File: src/rtl/app_pkg.sv
// Shared types and ASCII constants for the CDC line-echo application stage.
package app_pkg;

    typedef enum logic [2:0] {
        S_RX,
        S_LOAD,
        S_TX,
        S_LF,
        S_DONE
    } state_t;

    localparam logic [7:0] CHR_CR   = 8'h0D;
    localparam logic [7:0] CHR_LF   = 8'h0A;
    localparam logic [7:0] CHR_A_LO = 8'h61;
    localparam logic [7:0] CHR_Z_LO = 8'h7A;
    localparam logic [7:0] CASE_OFS = 8'h20;

    function automatic logic [7:0] to_upper(input logic [7:0] c);
        return (c >= CHR_A_LO && c <= CHR_Z_LO) ? c - CASE_OFS : c;
    endfunction

endpackage

File: src/rtl/app_line_ram.sv
// Line buffer: one write port, registered read port, no reset so it maps onto a block RAM.
module app_line_ram #(
    parameter int DEPTH = 64,
    parameter int AW    = $clog2(DEPTH)
) (
    input  logic          clk,
    input  logic          we,
    input  logic [AW-1:0] waddr,
    input  logic [7:0]    wdata,
    input  logic          re,
    input  logic [AW-1:0] raddr,
    output logic [7:0]    rdata
);

    logic [7:0] mem [DEPTH];

    always_ff @(posedge clk) begin
        if (we) mem[waddr] <= wdata;
        if (re) rdata <= mem[raddr];
    end

endmodule

File: src/rtl/app_line_echo.sv
// Buffers host bytes until end-of-line, echoes the line back (LF after a terminator),
// and flags sleep after a stretch with no handshakes on either stream.
module app_line_echo
    import app_pkg::*;
#(
    parameter int         DEPTH       = 64,
    parameter int         IDLE_CYCLES = 2_000_000,
    parameter logic [7:0] EOL         = 8'h0D,
    parameter bit         UPPERCASE   = 1'b0
) (
    input  logic       clk_i,
    input  logic       rst_i,
    input  logic [7:0] out_data_i,
    input  logic       out_valid_i,
    output logic       out_ready_o,
    output logic [7:0] in_data_o,
    output logic       in_valid_o,
    input  logic       in_ready_i,
    output logic       sleep_o
);

    localparam int AW = $clog2(DEPTH);
    localparam int PW = AW + 1;
    localparam int CW = $clog2(IDLE_CYCLES + 1);
    localparam logic [PW-1:0] LAST     = PW'(DEPTH - 1);
    localparam logic [CW-1:0] IDLE_MAX = CW'(IDLE_CYCLES);

    state_t        state, state_nxt;
    logic [PW-1:0] wr_ptr, wr_ptr_nxt;
    logic [PW-1:0] rd_ptr, rd_ptr_nxt;
    logic          term, term_nxt;
    logic          in_valid_nxt;
    logic [7:0]    in_data_nxt;
    logic [CW-1:0] idle_cnt;
    logic          out_fire, in_fire;
    logic [7:0]    wdata, rdata;

    assign out_fire = out_valid_i && out_ready_o;
    assign in_fire  = in_valid_o && in_ready_i;
    assign wdata    = UPPERCASE ? to_upper(out_data_i) : out_data_i;

    app_line_ram #(.DEPTH(DEPTH)) u_ram (
        .clk   (clk_i),
        .we    (out_fire),
        .waddr (wr_ptr[AW-1:0]),
        .wdata (wdata),
        .re    (state == S_LOAD),
        .raddr (rd_ptr[AW-1:0]),
        .rdata (rdata)
    );

    always_comb begin
        state_nxt    = state;
        wr_ptr_nxt   = wr_ptr;
        rd_ptr_nxt   = rd_ptr;
        term_nxt     = term;
        in_valid_nxt = in_valid_o;
        in_data_nxt  = in_data_o;
        case (state)
            S_RX: begin
                if (out_fire) begin
                    wr_ptr_nxt = wr_ptr + 1'b1;
                    // terminator test uses the raw byte, before case mapping
                    if (out_data_i == EOL) begin
                        term_nxt  = 1'b1;
                        state_nxt = S_LOAD;
                    end else if (wr_ptr == LAST) begin
                        term_nxt  = 1'b0;
                        state_nxt = S_LOAD;
                    end
                end
            end
            S_LOAD: state_nxt = S_TX;
            S_TX: begin
                // first cycle in S_TX captures the RAM word; later cycles wait for the sink
                if (!in_valid_o) begin
                    in_valid_nxt = 1'b1;
                    in_data_nxt  = rdata;
                end else if (in_ready_i) begin
                    rd_ptr_nxt   = rd_ptr + 1'b1;
                    in_valid_nxt = 1'b0;
                    if (rd_ptr + 1'b1 == wr_ptr) begin
                        if (term) begin
                            in_valid_nxt = 1'b1;
                            in_data_nxt  = CHR_LF;
                            state_nxt    = S_LF;
                        end else begin
                            state_nxt = S_DONE;
                        end
                    end else begin
                        state_nxt = S_LOAD;
                    end
                end
            end
            S_LF: begin
                if (in_fire) begin
                    in_valid_nxt = 1'b0;
                    state_nxt    = S_DONE;
                end
            end
            S_DONE: begin
                wr_ptr_nxt = '0;
                rd_ptr_nxt = '0;
                term_nxt   = 1'b0;
                state_nxt  = S_RX;
            end
            default: state_nxt = S_RX;
        endcase
    end

    always_ff @(posedge clk_i) begin
        if (rst_i) begin
            state       <= S_RX;
            wr_ptr      <= '0;
            rd_ptr      <= '0;
            term        <= 1'b0;
            out_ready_o <= 1'b0;
            in_valid_o  <= 1'b0;
            in_data_o   <= 8'h00;
        end else begin
            state       <= state_nxt;
            wr_ptr      <= wr_ptr_nxt;
            rd_ptr      <= rd_ptr_nxt;
            term        <= term_nxt;
            out_ready_o <= (state_nxt == S_RX);
            in_valid_o  <= in_valid_nxt;
            in_data_o   <= in_data_nxt;
        end
    end

    // sleep_o reflects the previous count, so it falls one edge after a handshake
    always_ff @(posedge clk_i) begin
        if (rst_i) begin
            idle_cnt <= '0;
            sleep_o  <= 1'b0;
        end else begin
            if (out_fire || in_fire)    idle_cnt <= '0;
            else if (idle_cnt != IDLE_MAX) idle_cnt <= idle_cnt + 1'b1;
            sleep_o <= (idle_cnt == IDLE_MAX);
        end
    end

endmodule

File: config.mk
export PLATFORM = sky130hd
export DESIGN_NAME = app_line_echo
export DESIGN_NICKNAME = d
export VERILOG_FILES = /design/src/rtl/app_pkg.sv /design/src/rtl/app_line_ram.sv /design/src/rtl/app_line_echo.sv
export SDC_FILE = /design/constraint.sdc
export NUM_CORES = 1
export LEC_CHECK = 0
export ABC_CLOCK_PERIOD_IN_PS = 2500
export BUFFER_PORTS_ARGS = -buffer_cell sky130_fd_sc_hd__buf_2
export CORE_ASPECT_RATIO = 0.9
export CORE_UTILIZATION = 54
export CTS_CLUSTER_DIAMETER = 30
export DETAILED_ROUTE_END_ITERATION = 7
export GPL_TIMING_DRIVEN = 0
export PLACE_DENSITY = 0.82
export SYNTH_ARGS = -nofsm -noshare
export SYNTH_HDL_FRONTEND = slang
export SYNTH_HIERARCHICAL = 1
export SYNTH_SLANG_ARGS = --single-unit
File: constraint.sdc
create_clock -name clk_i -period 2.5 [get_ports clk_i]
set_input_delay 0.375 -clock clk_i [delete_from_list [all_inputs] [get_ports clk_i]]
set_output_delay 0.375 -clock clk_i [all_outputs]
set_load 0.05 [all_outputs]
==> results by group <==
STA
  – Total negative slack: -29.86 ns
  – Fin. max-slew vios: 0
  – Final Cycle Share: 1.17
  – Min Tclk post-route: 2.92 ns
  – Slew @ Worst Pin: 1.39 ns
  – Slack of the critical path: -0.419 ns
  – RSZ-0062 raised after global routing: yes
  – Final Hold Vio Count: 0
  – Clk_skew: 0.0298 ns
  – Hold slack: 0.122 ns
  – Relative slew slack: 0.0743
  – F_max: 0.343 GHz
  – Final setup violation count: 231

Clock network
  – Clk_lat worst skew: 0.62 ns
  – Num CTS Buffers: 81
  – Reg clk slew, reported paths: 0.05 ns
  – CTS root buffer: clkbuf_16
  – Clock sink count: 570
  – H-tree Lvls: 3
  – Hold buffer count at cts: 0
  – Clk buf depth: 3
  – CTS tree: built

Placement
  – GPL Wtd Cong: 0.955
  – Dpl cell area: 23600 sq um
  – Dpl ws: -0.764 ns
  – PortBufs: 22
  – Dpl hpwl: 33900 um

Global routing
  – Overall Global Routing Usage: 0.292
  – Antenna violations before repair: 3
  – Largest net degree at the start of global routing: 66
  – First-pass GRT wire length: 89100 um
  – Number of global-route vias before repair: 13400
  – Grt ovf: 0

Drt
  – Post-DR wirelength/cell: 34.8 um
  – Initial DRT Pass Iterations: 8
  – DRC Markers: 0
  – Vias: 14200
  – Final WL: 69700 um
  – DRT iter0 DRCs: 2324
  – Via density: 7.09
  – Remaining antenna violation count after routing: 0

Final layout
  – Nets: 1403
  – Layout cell share with drive strength beyond 1: 0.356
  – Layout area overhead: 22.6%
  – Post-route cell area: 28000 sq um

Logic synthesis
  – Avg Cell Area, Syn: 18.3 sq um
  – Most frequent cell after synthesis: edfxtp_1
  – Post-synth EDFFs: 520
  – Synth top area share: 0.684
  – Post-Syn Area: 22800 sq um
  – Top cells by area, synth: edfxtp_1 (68%), mux4_2 (12%), dfxtp_1 (4.4%), nor2_1 (2.2%), mux2i_1 (1.1%)
  – Flops & latches, synth: 570
  – Sequential-to-total area share from yosys stat: 0.728
  – Post-synth top cells: edfxtp_1 (520), nor2_1 (132), mux4_2 (126)
  – Synth Flop Type: edfxtp_1
  – Ys Warns: 6
  – Leading area contributor after synthesis: edfxtp_1
  – Synth cell types: 63
  – Syn Inst Count: 1247
  – Mapped Nets: 1263
  – Post-synth ARST share: 0

Critical path
  – Worst-path cell chain: buf_6, buf_4, buf_4, nand2_1, a211oi_1, nor4_2, nor3_4, o32ai_4
  – Worst path required time: 2.79 ns
  – CP peak stage delay: 0.49 ns
  – Arrival time worst endpoint: 3.21 ns
  – WS Path Type: reg2reg
  – Crit path top cell by count: buf_4
  – Reg2reg setup slack: -0.42 ns
  – CP Launch Type: flip-flop
  – Critical Path Sink Type: flip-flop
  – CP Max Fanout: 10
  – Slowest cell on crit path: nor3_4

Pwr
  – LEAKAGE: 0.00854 uW
  – PwrDens: 798 nW/um^2
  – VDD IR max: 648 uV

Die
  – Top-Level Pins: 23
  – Row cnt: 71
  – Die ar.: 43100 sq um
  – Initial cell density of the core: 0.547
  – Die Wd: 219 um
  – Core box area: 41800 sq um
  – Die H: 197 um

Run status
  – Status: complete, but fails checks
  – Failing checks: negative setup slack

Job
  – Max Cap Viol: 0

Worst hold path
  – Hold crit path type: in2reg
==> stage by stage <==
stage,total power (uW),utilization,cells
CTS,22200,0.651,1969
finish,22300,0.670,2000
global placement,10900,0.566,1816
floorplan,10700,-,1247
detailed placement,10900,0.566,1816
global route,22700,0.670,1998
==> flip-flops by register name, indices dropped and copies added (netlist names) <==
register     count
term             1
in_data_o        8
rd_ptr           7
in_valid_o       1
idle_cnt        21
u_ram/rdata      8
wr_ptr           7
u_ram/mem      512
state            3
out_ready_o      1
sleep_o          1
==> worst max-delay path: cells and delay by family (launching register included) <==
family	cells	cell delay, ns
flip-flops	1	0.39
AO/OA/AOI/OAI	2	0.56
AND/OR/NAND/NOR	3	0.84
buffers and inverters	3	0.79
==> placed cells by master, fill, tap and decap left out, types with 24 or more instances in the layout <==
cell	count
edfxtp_1	520
nand2_1	29
clkbuf_1	24
dfxtp_1	46
nor2_1	65
nor2_4	55
buf_2	25
buf_4	39
mux4_2	126
clkbuf_16	84
==> per-layer routing <==
layer | up-vias | track usage | share of wire | wire length, um
met5 | - | 0 | 0.00053 | 37
met4 | 6 | 0.165 | 0.073 | 5080
met3 | 343 | 0.0956 | 0.14 | 9580
met2 | 1350 | 0.438 | 0.46 | 31800
met1 | 7115 | 0.375 | 0.33 | 23100
li1 | 5365 | - | - | -
==> what timing repair did <==
action                     4_1_cts  5_1_grt
gates resized for setup        206      114
pin swaps                        5       13
gates cloned                     0        3
setup buffers                    7       28
setup endpoints to repair      478      444
==> power by group <==
| group | total (uW) | switching [uW] | internal (uW) |
|---|---|---|---|
| registers | 10400 | 18.3 | 10400 |
| logic | 304 | 248 | 56.2 |
| clock network | 11600 | 4500 | 7110 |
| total | 22300 | 4760 | 17600 |
==> cell families after synthesis <==
logic type                 synth area share
and+or+nand+nor                      0.0665
muxes                                 0.141
buffers and inverters                0.0174
xor gates and xnor gates             0.0111
adders and majority gates           0.00219
DFF                                   0.728
AOI/OAI and AO/OA                    0.0334
==> final cells by class <==
| class | instances | area [sq um] |
|---|---|---|
| timing repair buffer | 60 | 488 |
| multi-input combinational | 607 | 6780 |
| clock inverter | 54 | 627 |
| sequential | 570 | 16600 |
| tap | 547 | 684 |
| antenna | 2 | 5.00 |
| clock buffer | 93 | 2080 |
| inverter | 7 | 26.3 |
| buffer | 60 | 669 |
| fill | 2399 | 13800 |
==> worst paths after layout <==
path / to / depth (start not counted) / from
setup / recovery: u_ram/rdata[6]$_DFFE_PP_ / 8 / rd_ptr[1]$_SDFFE_PP0P_
hold / removal: idle_cnt[2]$_SDFFE_PP0N_ / 3 / rst_i
setup reg to reg: u_ram/rdata[6]$_DFFE_PP_ / 8 / rd_ptr[1]$_SDFFE_PP0P_
hold reg to reg: idle_cnt[12]$_SDFFE_PP0N_ / 2 / idle_cnt[12]$_SDFFE_PP0N_
Power figures use the tool's default switching activity.
